--- src/rtl/seq_mult_pkg.sv ---
// Shared definitions for the sequential multiplier issue/collect controller:
// FSM state encoding, default operand width/iteration count, product width.
package seq_mult_pkg;

  localparam int DEFAULT_WIDTH   = 6;
  localparam int DEFAULT_LATENCY = 6;
  localparam int DEFAULT_PROD_W  = 2 * DEFAULT_WIDTH + 1;

  typedef enum logic [1:0] {
    IDLE    = 2'd0,
    LOAD    = 2'd1,
    RUN     = 2'd2,
    CAPTURE = 2'd3
  } state_t;

  // Product width for a given operand width (one guard bit above 2*w).
  function automatic int prod_width(input int w);
    return 2 * w + 1;
  endfunction

endpackage

--- src/rtl/op_fifo2.sv ---
// Two-entry operand FIFO. No fall-through: a pushed entry shows up on dout
// the cycle after the push. Pointers are 1 bit each, occupancy is a 2-bit count.
module op_fifo2
  import seq_mult_pkg::*;
#(
  parameter int WIDTH = DEFAULT_WIDTH
) (
  input  logic               clk,
  input  logic               rst,
  input  logic               push,
  input  logic               pop,
  input  logic [2*WIDTH-1:0] din,
  output logic [2*WIDTH-1:0] dout,
  output logic               full,
  output logic               empty
);

  logic [2*WIDTH-1:0] mem [2];
  logic               rd_ptr;
  logic               wr_ptr;
  logic [1:0]         count;
  logic               do_push;
  logic               do_pop;

  assign full    = (count == 2'd2);
  assign empty   = (count == 2'd0);
  assign do_push = push && !full;
  assign do_pop  = pop && !empty;
  assign dout    = mem[rd_ptr];

  // Storage write; cleared on reset so dout is defined while empty.
  always_ff @(posedge clk or posedge rst) begin
    if (rst) begin
      mem[0] <= '0;
      mem[1] <= '0;
    end else if (do_push) begin
      mem[wr_ptr] <= din;
    end
  end

  // Pointer and occupancy tracking; simultaneous push and pop keeps the count.
  always_ff @(posedge clk or posedge rst) begin
    if (rst) begin
      rd_ptr <= 1'b0;
      wr_ptr <= 1'b0;
      count  <= 2'd0;
    end else begin
      if (do_push) wr_ptr <= ~wr_ptr;
      if (do_pop)  rd_ptr <= ~rd_ptr;
      case ({do_push, do_pop})
        2'b10:   count <= count + 2'd1;
        2'b01:   count <= count - 2'd1;
        default: count <= count;
      endcase
    end
  end

endmodule

--- src/rtl/seq_mult_issue_ctrl.sv ---
// Issue/collect controller for the 6-bit sequential shift multiplier.
// Buffers operand pairs, pulses the multiplier load, waits out the iteration
// count and captures the product into a registered valid/ready output.
// Optional feature macro: MULT_ZERO_BYPASS_EN (zero operands skip the
// multiplier and produce 0 directly).
module seq_mult_issue_ctrl
  import seq_mult_pkg::*;
#(
  parameter int WIDTH   = DEFAULT_WIDTH,
  parameter int LATENCY = DEFAULT_LATENCY
) (
  input  logic               clk,
  input  logic               rst,
  input  logic               in_valid,
  output logic               in_ready,
  input  logic [WIDTH-1:0]   in_a,
  input  logic [WIDTH-1:0]   in_b,
  output logic               mult_load,
  output logic [WIDTH-1:0]   mult_a,
  output logic [WIDTH-1:0]   mult_b,
  input  logic [2*WIDTH:0]   mult_product,
  output logic               out_valid,
  input  logic               out_ready,
  output logic [2*WIDTH:0]   out_product
);

  localparam int PW    = prod_width(WIDTH);
  localparam int CNT_W = (LATENCY > 1) ? $clog2(LATENCY) : 1;
  localparam logic [CNT_W-1:0] CNT_LAST = CNT_W'(LATENCY - 1);

  state_t             state;
  state_t             state_next;
  logic [2*WIDTH-1:0] fifo_dout;
  logic               fifo_full;
  logic               fifo_empty;
  logic               push;
  logic               pop;
  logic               load_ops;
  logic               cnt_clear;
  logic               cnt_inc;
  logic               do_capture;
  logic [CNT_W-1:0]   cnt;
  logic [WIDTH-1:0]   head_a;
  logic [WIDTH-1:0]   head_b;
  logic [PW-1:0]      capture_value;

  assign in_ready  = !fifo_full;
  assign push      = in_valid && in_ready;
  assign head_a    = fifo_dout[2*WIDTH-1:WIDTH];
  assign head_b    = fifo_dout[WIDTH-1:0];
  assign mult_load = (state == LOAD);

  op_fifo2 #(.WIDTH(WIDTH)) u_fifo (
    .clk   (clk),
    .rst   (rst),
    .push  (push),
    .pop   (pop),
    .din   ({in_a, in_b}),
    .dout  (fifo_dout),
    .full  (fifo_full),
    .empty (fifo_empty)
  );

`ifdef MULT_ZERO_BYPASS_EN
  logic take_zero;
  logic zero_sel;

  // Remember whether the operation in flight is a bypassed zero product.
  always_ff @(posedge clk or posedge rst) begin
    if (rst) begin
      zero_sel <= 1'b0;
    end else if (pop) begin
      zero_sel <= take_zero;
    end
  end

  assign capture_value = zero_sel ? '0 : mult_product;
`else
  assign capture_value = mult_product;
`endif

  // State register.
  always_ff @(posedge clk or posedge rst) begin
    if (rst) begin
      state <= IDLE;
    end else begin
      state <= state_next;
    end
  end

  // Next-state and control strobes for issue, iteration wait and capture.
  always_comb begin
    state_next = state;
    pop        = 1'b0;
    load_ops   = 1'b0;
    cnt_clear  = 1'b0;
    cnt_inc    = 1'b0;
    do_capture = 1'b0;
`ifdef MULT_ZERO_BYPASS_EN
    take_zero  = 1'b0;
`endif
    case (state)
      IDLE: begin
        if (!fifo_empty) begin
          pop = 1'b1;
`ifdef MULT_ZERO_BYPASS_EN
          if ((head_a == '0) || (head_b == '0)) begin
            take_zero  = 1'b1;
            state_next = CAPTURE;
          end else begin
            load_ops   = 1'b1;
            state_next = LOAD;
          end
`else
          load_ops   = 1'b1;
          state_next = LOAD;
`endif
        end
      end
      LOAD: begin
        cnt_clear  = 1'b1;
        state_next = RUN;
      end
      RUN: begin
        if (cnt == CNT_LAST) begin
          state_next = CAPTURE;
        end else begin
          cnt_inc = 1'b1;
        end
      end
      CAPTURE: begin
        if (!out_valid || out_ready) begin
          do_capture = 1'b1;
          state_next = IDLE;
        end
      end
      default: state_next = IDLE;
    endcase
  end

  // Iteration counter: cleared in LOAD, counts RUN cycles.
  always_ff @(posedge clk or posedge rst) begin
    if (rst) begin
      cnt <= '0;
    end else if (cnt_clear) begin
      cnt <= '0;
    end else if (cnt_inc) begin
      cnt <= cnt + 1'b1;
    end
  end

  // Operand registers change only when a pair is issued to the multiplier.
  always_ff @(posedge clk or posedge rst) begin
    if (rst) begin
      mult_a <= '0;
      mult_b <= '0;
    end else if (load_ops) begin
      mult_a <= head_a;
      mult_b <= head_b;
    end
  end

  // Output register: load on capture, otherwise drain on handshake.
  always_ff @(posedge clk or posedge rst) begin
    if (rst) begin
      out_valid   <= 1'b0;
      out_product <= '0;
    end else if (do_capture) begin
      out_valid   <= 1'b1;
      out_product <= capture_value;
    end else if (out_valid && out_ready) begin
      out_valid <= 1'b0;
    end
  end

endmodule
--- config.mk ---
export PLATFORM = sky130hd
export DESIGN_NAME = seq_mult_issue_ctrl
export DESIGN_NICKNAME = d
export VERILOG_FILES = /design/src/rtl/seq_mult_pkg.sv /design/src/rtl/op_fifo2.sv /design/src/rtl/seq_mult_issue_ctrl.sv
export SDC_FILE = /design/constraint.sdc
export NUM_CORES = 1
export LEC_CHECK = 0
export BUFFER_PORTS_ARGS = -buffer_cell sky130_fd_sc_hd__buf_2
export CAP_MARGIN = 20
export CORE_MARGIN = 2
export CORE_UTILIZATION = 35
export CTS_CLUSTER_SIZE = 40
export DETAILED_ROUTE_END_ITERATION = 16
export PLACE_DENSITY = 0.56
export REMOVE_ABC_BUFFERS = 1
export SLEW_MARGIN = 20
export SYNTH_ARGS = -nofsm -noshare
export SYNTH_HDL_FRONTEND = slang
export SYNTH_HIERARCHICAL = 1
export SYNTH_SLANG_ARGS = --single-unit
--- constraint.sdc ---
create_clock -name clk -period 5.4 [get_ports clk]
set_input_delay 0.27 -clock clk [delete_from_list [all_inputs] [get_ports clk]]
set_output_delay 0.27 -clock clk [all_outputs]
set_load 0.005 [all_outputs]
==> results.txt, run 1 <==
Status: finished clean
Unrepaired setup endpoints after global routing: false
Clock Skews: 0.0113 ns
Yosys top cell area share: 0.573
Avg WL per Cell: 13.8 µm
Critical path launch point type: flop
Post-CTS setup buffer count: 0
Starting density of the core: 0.359
Max Fclk: 452 MHz
Place WS: 3.13 ns
Post-route ant nets: 0
CTS max path bufs: 2
CP Launch Point: state[0]$_DFFE_PP0P_
# setup viols final: 0
CTS buffer count: 9
Post-detailed-routing wire length: 4700 µm
Sequential share of the synthesized area: 0.573
Final Non-Filler Cells: 341
VDD IR-drop max: 206 µV
CTS tree: yes
Clock Sinks: 59
Row count: 31
Vias per cell: 4.50
Initial antenna violation count: 0
Synth Instances: 174
Synth top area cells: dfrtp_1, mux2_2, ha_1
Ports: 57
Crit end category: flop
DR vias: 1,535
Cell variety after synth: 27
WP data required: 5.65 ns
Post-CTS sizing: 0
Layout cells sized above 1: 0.579
CP Class: flop to flop
Worst Tran Pin Value: 0.736 ns
Cell area after synthesis: 0.00258 mm²
Dpl cells: 325
Iter 0 DRT Violations: 26
Slew Limit Headroom: 0.509
Worst path max stage delay: 0.57 ns
H-tree depth: 3
Drc violations: 0
Synth warnings: 6
CP max FO: 13
IO Port Bufs: 56
Largest net degree at the start of global routing: 32
Synth Register Bits: 59
Core Footprint: 0.00718 mm²
Worst r2r src: state[0]$_DFFE_PP0P_
Die Height: 89.8 µm
Fin. Hold Viols: 0
First-pass GRT wire length: 8230 µm
Congestion Overflow GR: 0
Data arrival, critical path: 2.47 ns
ANT cells: 0
Drt pass-1 iters: 3
Final GP Congestion: 0.657
Post-CTS Hold Buffers: 0
Die width: 89.8 µm
GRT Total Usage: 0.131
Crit path max-delay cell type: nor2b_2
Max-Cap Viols: 0
Vias in the first global route: 1,696
Hold Crit Class: input port to asynchronous set/reset pin
Power density cells: 638 mW/mm²
Root Buffer: clkbuf_8
Total Neg Setup Slack: 0 ns
Crit-path cells: inv_1, ha_1, nor2b_2, nor2b_1, ha_1, nor2_1, xor2_1
Final Cycle Share: 0.410
Layout overhead on the synthesized area: 22.7%
Clk pin slew, worst setup/hold paths: 0.07 ns
Setup WS post-layout: 3.19 ns
Fin. max-slew vios: 0
Cell taking the most area after synthesis: dfrtp_1
Avg Cell Area, Syn: 14.8 µm²
Full die area: 0.00806 mm²
Most frequent cell on the critical path: ha_1
Crit path time final: 2.21 ns
Fin nets: 274
Post-DP HPWL: 3310 µm
Leak: 1.46 nW
Clock Latency Late Sink: 0.33 ns
-- critical path, delay by kind of cell (launching register included) --
kind / cells / cell delay [ns]
simple gates: 3 / 1.00
fa+ha+maj: 2 / 0.46
xor+xnor: 1 / 0.16
flops: 1 / 0.40
buf+inv: 1 / 0.12
-- worst paths after layout --
path | to | slack, ns | depth (start not counted)
min | u_fifo/mem[22]$_DFFE_PP0P_ | 0.01 | 2
max | u_fifo/count[1]$_DFFE_PP0P_ | 3.19 | 7
min reg2reg | mult_a[2]$_DFFE_PP0P_ | 0.50 | 1
max in group asynchronous | u_fifo/wr_ptr$_DFFE_PP0P_ | 4.98 | 2
min in group clk | out_product[12]$_DFFE_PP0P_ | 0.17 | 2
max reg2reg | u_fifo/count[1]$_DFFE_PP0P_ | 3.19 | 7
-- Yosys cell counts, drive strengths merged --
| cell | n |
|---|---|
| a21bo | 1 |
| a21boi | 1 |
| a21oi | 2 |
| a32oi | 1 |
| and3 | 1 |
| buf | 5 |
| dfrtp | 59 |
| ha | 8 |
| inv | 8 |
| mux2 | 62 |
| nand2 | 4 |
| nand2b | 4 |
| nand3 | 1 |
| nand3b | 1 |
| nor2 | 4 |
| nor2b | 3 |
| nor3b | 1 |
| o21ai | 1 |
| or3 | 1 |
| xnor2 | 4 |
| xor2 | 2 |
-- power by group --
group	switching, mW	leakage [nW]	internal [mW]	total (mW)
combinational	0.295	0.653	0.462	0.757
sequential	0.141	0.700	0.675	0.817
clock	0.169	0.111	0.273	0.442
-- routing by layer --
| layer | vias up | GRT usage | part of all wire |
|---|---|---|---|
| met2 | 21 | 0.208 | 0.50 |
| met4 | 0 | 0.0808 | 0.029 |
| met1 | 775 | 0.163 | 0.45 |
| li1 | 729 | - | - |
| met5 | - | 0 | 0 |
| met3 | 10 | 0.0277 | 0.028 |
-- per-stage QoR --
step	instance area [µm²]	total power, mW	hold WS, ns	utilization
2_1_floorplan	2530	1.35	0.335	-
3_3_place_gp	2940	1.58	0.396	0.410
3_5_place_dp	2940	1.60	0.389	0.410
4_1_cts	3160	2.05	0.0229	0.440
5_1_grt	3160	2.18	0.0497	0.440
6_report	3160	2.02	0.0111	0.440
-- logic make-up (layout without fill, tap and decap cells) --
family,Yosys count,after routing,share of synthesized area
AND/OR/NAND/NOR,20,20,0.0510
flip-flops,59,59,0.573
XOR/XNOR,6,6,0.0204
adder cells (fa/ha/maj),8,8,0.0389
AO/OA/AOI/OAI,6,6,0.0160
buffers and inverters,13,81,0.0296
multiplexers,62,62,0.271
-- registers in the layout, indices dropped and copies added (netlist names), 2 cells and up --
register and cells:
cnt 3, mult_a 6, mult_b 6, out_product 13, state 2, u_fifo/count 2
u_fifo/mem 24
-- layout make-up --
cell class	instances	area [µm²]
clock buffer	12	145
clock inverter	4	73.8
fill	683	4020
inverter	8	30.0
multi-input combinational	102	1020
sequential	59	1480
tap	99	124
timing repair buffer	57	288
-- cells in the final DEF (no fill, tap or decap), drive strengths merged, types with 2 or more instances in the layout --
master / instances
a21oi: 2
buf: 57
bufinv: 2
clkbuf: 12
clkinv: 2
dfrtp: 59
ha: 8
inv: 8
mux2: 62
nand2: 4
nand2b: 4
nor2: 4
nor2b: 3
xnor2: 4
xor2: 2
No activity file was read; power rests on OpenSTA's default activity.
==> run 2: changes to the inputs <==
Clock period 5.4 ns to 2.2 ns, I/O delays scaled along.
==> run 2 against run 1 <==
- design area increased by 4.4%
- cell count increased by 4.1%
- register-to-register slack lost 2.7 ns
- maximum frequency is 28% higher
==> results.txt, run 2 (synthesis gave the netlist of run 1 again) <==
Fin. max-slew vios: 0
Layout cells sized above 1: 0.563
Largest net degree at the start of global routing: 32
Max-Cap Viols: 0
VDD IR-drop max: 471 µV
Biggest regs: u_fifo/mem x24, out_product x13
First-pass GRT wire length: 8290 µm
Clock Latency Late Sink: 0.33 ns
Worst Hold Depth: 2
Flip-flop count of the largest register after layout: 24
Busiest grt layer: met2
Clk pin slew, worst setup/hold paths: 0.06 ns
Core Footprint: 0.00718 mm²
Critical path launch point type: flop
CTS buffer count: 9
Ports: 57
Final instance area: 0.00330 mm²
Leak: 1.52 nW
GR Util met3: 0.0360
Congestion Overflow GR: 0
Place WS: 0.462 ns
Die width: 89.8 µm
Worst r2r src: u_fifo/count[0]$_DFFE_PP0P_
Drc violations: 0
CP max FO: 12
Avg WL per Cell: 13.7 µm
Hold Crit Class: input port to flop
Crit-path cells: nand2b_4, inv_2, nor2b_1, and3_2, mux2_2
Setup WS post-layout: 0.471 ns
Clock Skews: 0.00702 ns
Worst path max stage delay: 0.43 ns
Post-DP HPWL: 3210 µm
ANT cells: 0
Max Fclk: 578 MHz
Crit end category: flop
Final Cycle Share: 0.786
CP Launch Point: u_fifo/count[0]$_DFFE_PP0P_
Slew Limit Headroom: 0.586
Vias in the first global route: 1,737
Crit path max-delay cell type: and3_2
Die Height: 89.8 µm
Data arrival, critical path: 1.94 ns
WP data required: 2.41 ns
CTS tree: yes
Worst-case reg-to-reg path depth: 5
Post-route ant nets: 0
Most frequent cells in the layout: mux2_2, dfrtp_1, buf_2, dlygate4sd3_1, clkbuf_8
Iter 0 DRT Violations: 42
Post-CTS sizing: 0
Fin. Hold Viols: 0
GRT met1 Usage: 0.158
DR vias: 1,566
Drt pass-1 iters: 4
Layout overhead on the synthesized area: 28.1%
Final GP Congestion: 0.670
Reg-to-reg slack, setup: 0.47 ns
Total Neg Setup Slack: 0 ns
Clock Sinks: 59
Worst Tran Pin Value: 0.621 ns
CTS max path bufs: 2
Biggest register: u_fifo/mem
GRT Total Usage: 0.133
Most common cell after layout, fill and taps aside: mux2_2
Root Buffer: clkbuf_8
Initial antenna violation count: 0
Unrepaired setup endpoints after global routing: false
Fin nets: 288
Total Power: 5.00 mW
Vias per cell: 4.41
M2 GR Usage: 0.221
CP Class: flop to flop
Starting density of the core: 0.359
Power density cells: 1520 mW/mm²
End point of the critical path: u_fifo/mem[9]$_DFFE_PP0P_
IO Port Bufs: 56
# setup viols final: 0
Crit path time final: 1.73 ns
Fin util: 0.460
Post-detailed-routing wire length: 4850 µm
RR Endpoint: u_fifo/mem[9]$_DFFE_PP0P_
Row count: 31
H-tree depth: 3
Placed Area: 0.00296 mm²
Full die area: 0.00806 mm²
Status: finished clean
-- run 2: layout make-up --
cell class	instances	area (µm²)
Fill cell	685	3870
Sequential cell	59	1480
Multi-Input combinational cell	102	1020
Timing Repair Buffer	71	420
Clock buffer	10	138
Tap cell	99	124
Clock inverter	6	88.8
Inverter	8	30.0
-- run 2: critical path, delay by kind of cell (launching register included) --
family / cells / cell delay, ns
AND/OR/NAND/NOR: 3 / 0.77
flip-flops: 1 / 0.41
multiplexers: 1 / 0.37
buffers and inverters: 1 / 0.05
-- run 2: worst min-delay path by stage --
stage                          from                           to  slack [ns]
floorplan                       rst  u_fifo/count[0]$_DFFE_PP0P_        0.18
global placement                rst    u_fifo/mem[3]$_DFFE_PP0P_        0.21
detailed placement              rst   u_fifo/mem[10]$_DFFE_PP0P_        0.21
CTS                 mult_product[9]   out_product[9]$_DFFE_PP0P_       0.001
global route        mult_product[2]   out_product[2]$_DFFE_PP0P_       0.008
finish              mult_product[9]   out_product[9]$_DFFE_PP0P_        0.02
-- run 2: metal layers --
metal	wire, µm	vias to the layer above
met3	161	2
met1	2160	790
met2	2490	21
met4	40	0
met5	0	-
li1	-	753
-- run 2: where the power goes --
part	leakage [nW]	internal [mW]	switching, mW	total (mW)
Sequential	0.700	1.66	0.333	1.99
Clock	0.108	0.668	0.432	1.10
Combinational	0.716	1.17	0.744	1.91
Total	1.52	3.49	1.51	5.00
-- run 2: stage by stage --
| stage | std cells | hold WS (ns) |
|---|---|---|
| after floorplan | 169 | 0.175 |
| after global placement | 328 | 0.212 |
| after detailed placement | 328 | 0.213 |
| after CTS | 355 | 0.00101 |
| after global routing | 355 | 0.00806 |
| final | 355 | 0.0220 |
-- run 2: repair_timing --
item,in CTS,in global routing
hold endpoints to repair,69,0
setup buffers,0,0
hold buffers,11,0
==> run 3: changes to the inputs <==
Settings changed: ABC_AREA set to 1, PLACE_DENSITY 0.56 to 0.55.
Clock period 2.2 ns to 1.8 ns, I/O delays scaled along.
==> run 3 against run 2 <==
- die area grew 11%
- critical path depth up 7
- clock-buffer cell count down 1
- non-clock buffer count grew 14
- cell count rose by 47%
- utilization is 0.14 points higher
- combinational power is 50% higher
- setup slack lost 0.36 ns
- routed wire length rose by 35%
- sequential share of layout area down 3.7 points
- global-route usage increased by 2.5 points
==> results.txt, run 3 <==
Status: finished clean
Top FF cell, synth: dfrtp_1
Multi-input combinational cell area: 0.00118 mm²
WP data required: 2.03 ns
Synth warnings: 6
# setup viols final: 0
Die width: 94.4 µm
Yosys top cell area share: 0.516
Most numerous cell in the Yosys netlist: nand2_1
Critical path launch point type: flop
CP Class: flop to flop
Sequential share of the synthesized area: 0.516
Fin util: 0.461
First-pass GRT wire length: 10,800 µm
Most common cell after layout, fill and taps aside: nand2_1
Final GP Congestion: 0.761
Vias per cell: 4.58
Post-route ant nets: 0
Power density cells: 1760 mW/mm²
Post-detailed-routing wire length: 6570 µm
Most frequent cell on the critical path: nand2_1
Most frequent cells in the layout: nand2_1, dfrtp_1, buf_2, nand4_1, nand2_2
Core Footprint: 0.00781 mm²
Avg WL per Cell: 12.6 µm
Row count: 32
Cell variety after synth: 21
Root Buffer: clkbuf_8
Leak: 2.02 nW
Slew Limit Headroom: 0.632
Crit path time final: 1.69 ns
Drc violations: 0
Clock Sinks: 59
Crit-path cells: inv_2, ha_4, inv_1, or2_4, inv_4, nand2_1, inv_1, ha_2, inv_2, nand3_1, nand2_1, nand2_1
Setup WS post-layout: 0.113 ns
Layout overhead on the synthesized area: 25.8%
Iter 0 DRT Violations: 114
Synth Register Bits: 59
VDD IR-drop max: 677 µV
Initial antenna violation count: 0
Ys async rst share: 1.00
Cell taking the most area after synthesis: dfrtp_1
Dpl cells: 488
Final Non-Filler Cells: 522
Max Fclk: 593 MHz
Ports: 57
Biggest regs: u_fifo/mem x24, out_product x13
Layout cells sized above 1: 0.290
Fin. Hold Viols: 0
Top post-synthesis cells by count: nand2_1, dfrtp_1, nand4_1, nand2_2
Clock Latency Late Sink: 0.34 ns
Flip-flop count of the largest register after layout: 24
Sequential cell area: 0.00148 mm²
Number of synthesized flops with an enable pin: 0
Clk pin slew, worst setup/hold paths: 0.07 ns
Data arrival, critical path: 1.92 ns
Crit end category: flop
Synth top area cells: dfrtp_1, nand2_1, nand4_1
CTS tree: yes
Crit path max-delay cell type: dfrtp_1
Die Height: 94.4 µm
WHS: 0.0137 ns
Fin. max-slew vios: 0
Hold Crit Class: input port to flop
Clock Skews: 0.00568 ns
ANT cells: 0
Biggest register: u_fifo/mem
Final Cycle Share: 0.937
Avg Cell Area, Syn: 8.55 µm²
Drt pass-1 iters: 4
Vias in the first global route: 2,321
Cell area after synthesis: 0.00286 mm²
DR vias: 2,393
CTS max path bufs: 2
Fin nets: 452
Worst path max stage delay: 0.39 ns
Full die area: 0.00892 mm²
Post-DP HPWL: 4400 µm
Max-Cap Viols: 0
CP max FO: 3
Synth Instances: 335
CTS buffer count: 9
IO Port Bufs: 56
GRT Total Usage: 0.158
Fillers: 791
Starting density of the core: 0.367
H-tree depth: 3
Place WS: 0.108 ns
Largest net degree at the start of global routing: 32
Worst Tran Pin Value: 0.551 ns
Total Neg Setup Slack: 0 ns
Congestion Overflow GR: 0
-- run 3: final cells by class --
class                   instances  share of cell area
repair buffers                 85               0.148
clock inverters                 7              0.0191
multi-input cells             236               0.328
inverters                      24              0.0257
flip-flops and latches         59               0.410
well taps                     102              0.0354
clock buffers                   9              0.0344
-- run 3: timing repair --
item,in CTS,in global routing
hold buffers,14,0
endpoints found under the hold margin,72,0
resized for setup,0,6
setup endpoints to repair,0,1
setup buffers,0,4
-- run 3: final timing paths --
kind	start	to	slack [ns]	cells past startpoint
min in group asynchronous	rst	mult_a[3]$_DFFE_PP0P_	0.37	4
setup / recovery	state[0]$_DFFE_PP0P_	u_fifo/count[1]$_DFFE_PP0P_	0.11	12
hold / removal	in_b[3]	u_fifo/mem[15]$_DFFE_PP0P_	0.01	3
max in group asynchronous	rst	mult_a[4]$_DFFE_PP0P_	1.14	4
hold reg to reg	out_product[11]$_DFFE_PP0P_	out_product[11]$_DFFE_PP0P_	0.47	2
setup reg to reg	state[0]$_DFFE_PP0P_	u_fifo/count[1]$_DFFE_PP0P_	0.11	12
-- run 3: where the power goes --
group	total (mW)	leakage, nW	internal, mW	switching (mW)
combinational	2.87	1.18	1.14	1.73
clock	1.17	0.0950	0.633	0.542
sequential	2.29	0.742	1.94	0.343
-- run 3: critical path, delay by kind of cell, from the launching register on --
kind | cells | cell delay, ns
simple gates | 5 | 0.45
fa+ha+maj | 2 | 0.43
flops | 1 | 0.39
buf+inv | 5 | 0.31
-- run 3: stage by stage --
step / cell area [µm²] / power [mW]
2_1_floorplan: 2730 / 4.07
3_3_place_gp: 3220 / 4.99
3_5_place_dp: 3220 / 5.08
4_1_cts: 3560 / 6.31
5_1_grt: 3600 / 6.93
6_report: 3600 / 6.33
-- run 3: routing by layer --
metal / global-route usage / routed length (µm)
met1: 0.204 / 3170
met2: 0.256 / 2940
met3: 0.0303 / 358
met4: 0.0749 / 105
met5: 0 / 0
-- run 3: cell families after synthesis --
group,count (synthesis),share of synthesized area
AOI/OAI and AO/OA,2,0.00350
xor gates and xnor gates,2,0.00612
adders and majority gates,8,0.0350
buffers and inverters,40,0.0782
DFF,59,0.516
and+or+nand+nor,224,0.361
